$ cat config.mk
export PLATFORM = sky130hd
export DESIGN_NAME = fetch_unit
export DESIGN_NICKNAME = d
export VERILOG_FILES = /design/src/rtl/fetch_unit.sv
export SDC_FILE = /design/constraint.sdc
export NUM_CORES = 1
export LEC_CHECK = 0
export ABC_CLOCK_PERIOD_IN_PS = 5400
export CAP_MARGIN = 30
export CORE_UTILIZATION = 58
export CTS_BUF_LIST = sky130_fd_sc_hd__clkbuf_2
export DETAILED_ROUTE_END_ITERATION = 6
export PLACE_DENSITY = 0.85
export RECOVER_POWER = 25
export SETUP_SLACK_MARGIN = 0.05
export SLEW_MARGIN = 10
export SYNTH_ARGS = -nofsm -noshare
export SYNTH_HDL_FRONTEND = slang
export SYNTH_SLANG_ARGS = --single-unit
$ cat constraint.sdc
create_clock -name clk -period 5.4 [get_ports clk]
set_input_delay 0.81 -clock clk [delete_from_list [all_inputs] [get_ports clk]]
set_output_delay 0.81 -clock clk [all_outputs]
set_load 0.03 [all_outputs]
$ cat src/rtl/fetch_unit.sv
// Instruction-fetch front end: owns the fetch PC, issues word requests to a variable-latency
// instruction memory and queues returned {pc, instr} pairs in order for decode.
module fetch_unit #(
    parameter int unsigned     XLEN            = 64,
    parameter int unsigned     DEPTH           = 4,
    parameter int unsigned     MAX_OUTSTANDING = 2,
    parameter logic [XLEN-1:0] RESET_PC        = '0
) (
    input  logic            clk,
    input  logic            reset,
    output logic            imem_req,
    output logic [XLEN-1:0] imem_addr,
    input  logic            imem_gnt,
    input  logic            imem_rvalid,
    input  logic [31:0]     imem_rdata,
    input  logic            redirect_valid,
    input  logic [XLEN-1:0] redirect_pc,
    output logic            out_valid,
    input  logic            out_ready,
    output logic [XLEN-1:0] out_pc,
    output logic [31:0]     out_instr
);

    localparam int unsigned QAW = $clog2(DEPTH);
    localparam int unsigned CW  = $clog2(DEPTH + 1);
    localparam int unsigned IW  = $clog2(MAX_OUTSTANDING + 1);
    localparam int unsigned PAW = (MAX_OUTSTANDING > 1) ? $clog2(MAX_OUTSTANDING) : 1;

    logic [XLEN-1:0] fetch_pc_q, fetch_pc_d;
    logic [IW-1:0]   infl_q, infl_d;
    logic [IW-1:0]   drop_q, drop_d;
    logic [CW-1:0]   count_q, count_d;
    logic [QAW-1:0]  head_q, head_d;
    logic [QAW-1:0]  tail_q, tail_d;
    logic [PAW-1:0]  pf_rd_q, pf_rd_d;
    logic [PAW-1:0]  pf_wr_q, pf_wr_d;

    logic [XLEN-1:0] q_pc_q    [DEPTH];
    logic [31:0]     q_instr_q [DEPTH];
    // PCs of granted requests, consumed in order as responses return (dropped ones included).
    logic [XLEN-1:0] pf_pc_q   [MAX_OUTSTANDING];

    logic [31:0] occupancy;
    logic        grant;
    logic        push;
    logic        pop;

    function automatic logic [PAW-1:0] pf_inc(input logic [PAW-1:0] p);
        return (p == PAW'(MAX_OUTSTANDING - 1)) ? '0 : p + PAW'(1);
    endfunction

    always_comb begin
        occupancy = 32'(count_q) + 32'(infl_q);
        imem_req  = reset && !redirect_valid && (32'(infl_q) < MAX_OUTSTANDING)
                    && (occupancy < DEPTH);
        imem_addr = fetch_pc_q;
        grant     = imem_req && imem_gnt;
        out_valid = (count_q != '0);
        out_pc    = out_valid ? q_pc_q[head_q] : '0;
        out_instr = out_valid ? q_instr_q[head_q] : '0;
        push      = imem_rvalid && (drop_q == '0) && !redirect_valid;
        pop       = out_valid && out_ready && !redirect_valid;
    end

    always_comb begin
        fetch_pc_d = fetch_pc_q;
        infl_d     = infl_q + IW'(grant) - IW'(imem_rvalid);
        drop_d     = drop_q;
        count_d    = count_q + CW'(push) - CW'(pop);
        head_d     = pop ? head_q + QAW'(1) : head_q;
        tail_d     = push ? tail_q + QAW'(1) : tail_q;
        pf_wr_d    = grant ? pf_inc(pf_wr_q) : pf_wr_q;
        pf_rd_d    = imem_rvalid ? pf_inc(pf_rd_q) : pf_rd_q;

        if (grant) begin
            fetch_pc_d = fetch_pc_q + XLEN'(4);
        end
        if (imem_rvalid && (drop_q != '0)) begin
            drop_d = drop_q - IW'(1);
        end

        // Every response still owed after a redirect belongs to the old stream.
        if (redirect_valid) begin
            fetch_pc_d = {redirect_pc[XLEN-1:2], 2'b00};
            drop_d     = infl_d;
            count_d    = '0;
            head_d     = '0;
            tail_d     = '0;
        end
    end

    always_ff @(posedge clk or negedge reset) begin
        if (!reset) begin
            fetch_pc_q <= RESET_PC;
            infl_q     <= '0;
            drop_q     <= '0;
            count_q    <= '0;
            head_q     <= '0;
            tail_q     <= '0;
            pf_rd_q    <= '0;
            pf_wr_q    <= '0;
        end else begin
            fetch_pc_q <= fetch_pc_d;
            infl_q     <= infl_d;
            drop_q     <= drop_d;
            count_q    <= count_d;
            head_q     <= head_d;
            tail_q     <= tail_d;
            pf_rd_q    <= pf_rd_d;
            pf_wr_q    <= pf_wr_d;
        end
    end

    always_ff @(posedge clk) begin
        if (grant) begin
            pf_pc_q[pf_wr_q] <= fetch_pc_q;
        end
        if (push) begin
            q_pc_q[tail_q]    <= pf_pc_q[pf_rd_q];
            q_instr_q[tail_q] <= imem_rdata;
        end
    end

endmodule
==> impl_metrics.toml, run 1 <==
[global_routing]
antenna_found_initial = 6
grtUsageTotal_pct = 26.67
grt_pass1_wl_um = 81880
grt_pass1_vias = 14215
grt_max_degree = 91
overflow = 0

[sta]
worst_pin_slew_ns = 1.784
post-route-period-util_pct = 80.64
rsz0062_at_grt = "no"
fmax_mhz = 229.6
final.setup.tns_ns = 0
fin_crit_ns = 4.355
slew_headroom_pct = -18.95
setup_viol = 0
finalHoldViolations = 0
slew_violations = 29
clock_skew_ns = 0.06656

[layout]
mostFrequentLayoutCells = "edfxtp_1, clkdlybuf4s50_1, clkbuf_2"
fillers = 2619
fin_cells = 2351
seq_area_sq_mm = 0.01690
area_growth_pct = 19.55
layout-drive-gt1-share_pct = 24.12
final_common_cell = "edfxtp_1"
final_core_util_pct = 70.51
nets = 1820
multiInputGateArea_sq_mm = 0.006227

[clock_tree]
cts.repair.resized = 0
clkTransAtPathRegs_ns = 0.09
cts_max_level = 4
cts_buffers = 142
cts_tree = "yes"
cts.sinks = 575
cts.path.max_buffers = 3
clk_latency_ns = 1.05
clockRootBuffer = "clkbuf_2"

[drt]
antenna_left = 0
via_per_inst = 5.974
top_layer = "met5"
dr_wl_met2_um = 26630
drt-met1-wl_um = 20860
drt-pass1-iter-count = 7
drcViolationCount = 1
drtIter0Drc = 1284
totalWireLength_um = 53780
vias = 14044
wl_met3_um = 5074
wl_per_cell_um = 22.88

[floorplanning]
fp.dieW_um = 203.2
io_pins = 264
die_y_um = 203.2
start_util_pct = 58.98
rows = 73
core_sq_mm = 0.03982
dieArea_sq_mm = 0.04130

[critical_path]
cpMaxStageDelayCell = "dfrtp_4"
worstPathRequired_ns = 4.59
cp_slowest_stage_delay_ns = 0.64
end_kind = "primary output"
path_class = "reg2out"
cp_max_fo = 24
crit_arrival_ns = 3.54
cp_cell_sequence = "buf_4 -> mux4_2 -> and2_1 -> clkdlybuf4s50_1"
startpoint_type = "flop"

[logic_synthesis]
netlist_top_cells_area = "edfxtp_1, mux4_2, dfrtp_1, mux2_2, and2_1"
synth_cell_types = 64
yosys_warnings = 0
synth.avg_cell_area_sq_um = 17.39
synth_ff_type = "edfxtp_1"
yosys.area.top_type = "edfxtp_1"
syn_inst = 1351
seq_area_frac_synth_pct = 71.92
synth_seq_cells = 575
synth_top_cell_area_share_pct = 63.92
syn_area_sq_mm = 0.02349
async_flop_share_pct = 13.04
synth_enable_flop_cells = 500

[place]
io_buffers = 257
hpwlAfterDp_um = 33880
gp_routability_congestion = 0.8738
dp_cells = 2084

[status]
status = "finished, violations left"
violations = "design-rule violations, max-capacitance violations, max-slew violations"

[hold_path]
hp-class = "in2reg"

[pwr]
peakVddDrop_uv = 226.4
total_power_mw = 12.20
power_leakage_nw = 9.510
power.density_mw_per_mm2 = 434.4

[job]
drv_cap = 1
==> metrics by stage <==
stage                     hold WS (ns)  worst slack (ns)  instance area, sq um
after global routing            0.2052            0.7705                 28070
final                           0.3122             1.045                 28080
after CTS                      0.05169            0.7045                 28020
after detailed placement        0.5252             1.880                 26670
after global placement          0.5132             1.844                 26650
after floorplan                 0.4603            0.3828                 23500
==> area by class of cell <==
type | instances | share of cell area [%]
Multi-Input combinational cell | 688 | 22.18
Clock buffer | 205 | 3.654
Clock inverter | 53 | 1.145
Sequential cell | 575 | 60.19
Inverter | 17 | 0.2273
Tap cell | 525 | 2.339
Timing Repair Buffer | 282 | 10.21
Antenna cell | 6 | 0.05347
==> synth_stat cells, drive strengths merged (18+ instances only) <==
master / number
and2: 102
buf: 30
clkbuf: 44
dfrtp: 75
edfxtp: 500
mux2: 63
mux4: 94
nand2: 84
nand3: 48
nand4: 30
nor2: 33
o211ai: 22
o21ai: 26
o311ai: 19
or4: 18
==> worst paths after layout <==
| check | start | end | slack (ns) | depth (start not counted) |
|---|---|---|---|---|
| min | redirect_pc[13] | imem_addr[13] | 0.31 | 3 |
| max reg2reg | infl_q[1] | pf_pc_q[1][20] | 2.29 | 6 |
| min in group asynchronous | reset | infl_q[1] | 0.40 | 2 |
| max in group asynchronous | reset | imem_addr[28] | 2.87 | 3 |
| min reg2reg | imem_addr[51] | pf_pc_q[0][51] | 0.54 | 0 |
| max | head_q[0] | out_pc[52] | 1.05 | 4 |
==> repair_timing <==
| item | in CTS | in global routing |
|---|---|---|
| buffers inserted | 0 | 0 |
| hold buffers | 1 | 0 |
| endpoints found under the hold margin | 8 | 0 |
==> cells by family after synthesis <==
family	after synthesis	synth area share, %
AOI/OAI and AO/OA	115	3.532
xor gates and xnor gates	19	0.7085
adders and majority gates	12	0.6712
buffers and inverters	91	1.705
DFF	575	71.92
muxes	158	12.08
other	1	0.01597
and+or+nand+nor	380	9.376
==> power by group <==
| group | switching [mW] | leakage (nW) | internal, mW |
|---|---|---|---|
| logic | 2.07 | 3.06 | 1.66 |
| registers | 0.287 | 5.43 | 5.29 |
| clock network | 1.67 | 1.02 | 1.22 |
| total | 4.03 | 9.51 | 8.17 |
==> flip-flops by register name (all words and copies together) (netlist names) <==
name,count
imem_addr,62
pf_pc_q,124
tail_q,2
head_q,2
pf_wr_q,1
q_pc_q,248
count_q,3
q_instr_q,128
infl_q,2
pf_rd_q,1
drop_q,2
==> worst max-delay path: cells and delay by family, from the launching register on <==
kind                   cells  cell delay, ns
muxes                      1            0.62
buffers and inverters      2            1.08
DFF                        1            0.64
and+or+nand+nor            1            0.18
==> metal layers <==
metal,global-route usage [%],up-vias
li1,-,6175
met1,35.15,7063
met2,42.77,697
met3,7.798,105
met4,9.076,4
met5,0,-
Power figures use the tool's default switching activity.
==> run 2: changes to the inputs <==
--- a/config.mk
+++ b/config.mk
@@ -5,12 +5,12 @@
 export SDC_FILE = /design/constraint.sdc
 export NUM_CORES = 1
 export LEC_CHECK = 0
-export ABC_CLOCK_PERIOD_IN_PS = 5400
+export ABC_CLOCK_PERIOD_IN_PS = 3800
 export CAP_MARGIN = 30
-export CORE_UTILIZATION = 58
+export CORE_UTILIZATION = 53
 export CTS_BUF_LIST = sky130_fd_sc_hd__clkbuf_2
 export DETAILED_ROUTE_END_ITERATION = 6
-export PLACE_DENSITY = 0.85
+export PLACE_DENSITY = 0.82
 export RECOVER_POWER = 25
 export SETUP_SLACK_MARGIN = 0.05
 export SLEW_MARGIN = 10
==> constraint.sdc (replaced) <==
create_clock -name clk -period 3.8 [get_ports clk]
set_input_delay 0.57 -clock clk [delete_from_list [all_inputs] [get_ports clk]]
set_output_delay 0.57 -clock clk [all_outputs]
set_load 0.03 [all_outputs]
==> impl_metrics.toml, run 2 (synthesized netlist as in run 1, its figures left out) <==
[drt]
drt-pass1-iter-count = 5
vias = 14579
via_per_inst = 5.860
totalWireLength_um = 58790
drtIter0Drc = 1454
antenna_left = 0
wl_per_cell_um = 23.63
drcViolationCount = 0

[floorplanning]
core_sq_mm = 0.04336
io_pins = 264
start_util_pct = 54.17
dieArea_sq_mm = 0.04516
rows = 76
fp.dieW_um = 212.5
die_y_um = 212.5

[critical_path]
worstPathRequired_ns = 3.23
startpoint_type = "flop"
path_class = "reg2out"
cpMaxStageDelayCell = "mux4_2"
cp_num_buf_inv = 4
cp_cell_sequence = "buf_12 -> buf_4 -> clkbuf_16 -> mux4_2 -> and2_1 -> clkdlybuf4s15_2"
crit_family = "buffers and inverters"
crit_arrival_ns = 3.05
cp_slowest_stage_delay_ns = 0.50
end_kind = "primary output"
cp_max_fo = 7

[sta]
slew_headroom_pct = -13.11
fmax_mhz = 276.3
clock_skew_ns = 0.07206
post-route-period-util_pct = 95.26
setup_viol = 0
rsz0062_at_grt = "no"
worst_pin_slew_ns = 1.697
fin_crit_ns = 3.620
final.setup.tns_ns = 0
finalHoldViolations = 0
slew_violations = 31
layout_setup_ws_ns = 0.1803

[clock_tree]
clk_latency_ns = 1.15
cts.sinks = 575
cts.path.max_buffers = 3
cts_buffers = 142
clockRootBuffer = "clkbuf_2"
clkTransAtPathRegs_ns = 0.11
cts_tree = "yes"
cts_max_level = 4

[global_routing]
grtUsageTotal_pct = 26.64
antenna_found_initial = 5
grt_max_degree = 47
grt_pass1_vias = 15093
overflow = 0
grt_pass1_wl_um = 87530

[layout]
largest_reg_flops = 248
final_common_cell = "edfxtp_1"
layout-drive-gt1-share_pct = 28.12
top_register = "q_pc_q"
design_area_sq_mm = 0.02915
top_regs = "q_pc_q (248), q_instr_q (128), pf_pc_q (124)"
area_growth_pct = 24.10
nets = 1912
mostFrequentLayoutCells = "edfxtp_1, clkbuf_2, clkdlybuf4s50_1"

[pwr]
power.density_mw_per_mm2 = 610.2
power_leakage_nw = 10.17
peakVddDrop_uv = 351.7

[place]
hpwlAfterDp_um = 34650
io_buffers = 257
gp_routability_congestion = 0.8976
dpl_cell_area_sq_mm = 0.02700
pre_cts_ws_ns = 0.7813

[status]
violations = "max-capacitance violations, max-slew violations"
status = "finished, violations left"

[job]
drv_cap = 1

[hold_path]
hp-class = "in2reg"
## run 2: final cells by class
cell class,count,area (sq um)
Antenna cell,4,10.01
Clock buffer,210,1051
Clock inverter,35,295.3
Fill cell,2967,14210
Inverter,17,63.81
Multi-Input combinational cell,690,6255
Sequential cell,575,16900
Tap cell,585,732.0
Timing Repair Buffer,372,3841
## run 2: tightest hold or removal path, delay by kind of cell
kind,cells,cell delay [ns]
AO/OA/AOI/OAI,2,0.16
buffers and inverters,1,0.51
## run 2: report_power, final
group          internal (mW)  switching, mW
logic                   2.42           3.23
registers               7.51          0.411
clock network           1.81           2.40
## run 2: metrics by stage
stage	instances	util, %	power [mW]	hold slack, ns
2_1_floorplan	1354	-	11.32	0.2744
3_3_place_gp	2161	62.15	13.35	0.5171
3_5_place_dp	2163	62.26	13.49	0.5405
4_1_cts	2482	67.30	17.88	0.0007588
5_1_grt	2485	67.20	18.55	0.02321
6_report	2488	67.22	17.79	0.1282
## run 2: routing by layer
layer / track usage, % / wire length [um] / share of wire, % / up-vias
li1: - / - / - / 6344
met1: 34.97 / 23220 / 39 / 7328
met2: 42.07 / 28390 / 48 / 793
met3: 6.824 / 5455 / 9.3 / 112
met4: 12.01 / 1713 / 2.9 / 2
met5: 0 / 13 / 0.022 / -
## run 2: final timing paths
path	slack (ns)	startpoint	end	cells after the start
max	0.18	head_q[0]	out_instr[24]	6
min	0.13	redirect_pc[30]	imem_addr[30]	3
max reg2reg	0.77	count_q[1]	imem_addr[39]	8
min reg2reg	0.56	pf_wr_q	pf_wr_q	1
max in group asynchronous	1.02	reset	head_q[1]	4
min in group asynchronous	0.66	reset	imem_addr[45]	3
## run 2: timing repair
action,in CTS,in global routing
resized for setup,189,22
setup buffers,11,0
gates cloned,6,2
hold buffers,57,0
pin swaps,1,0
setup endpoints to repair,94,18
hold endpoints to repair,201,0
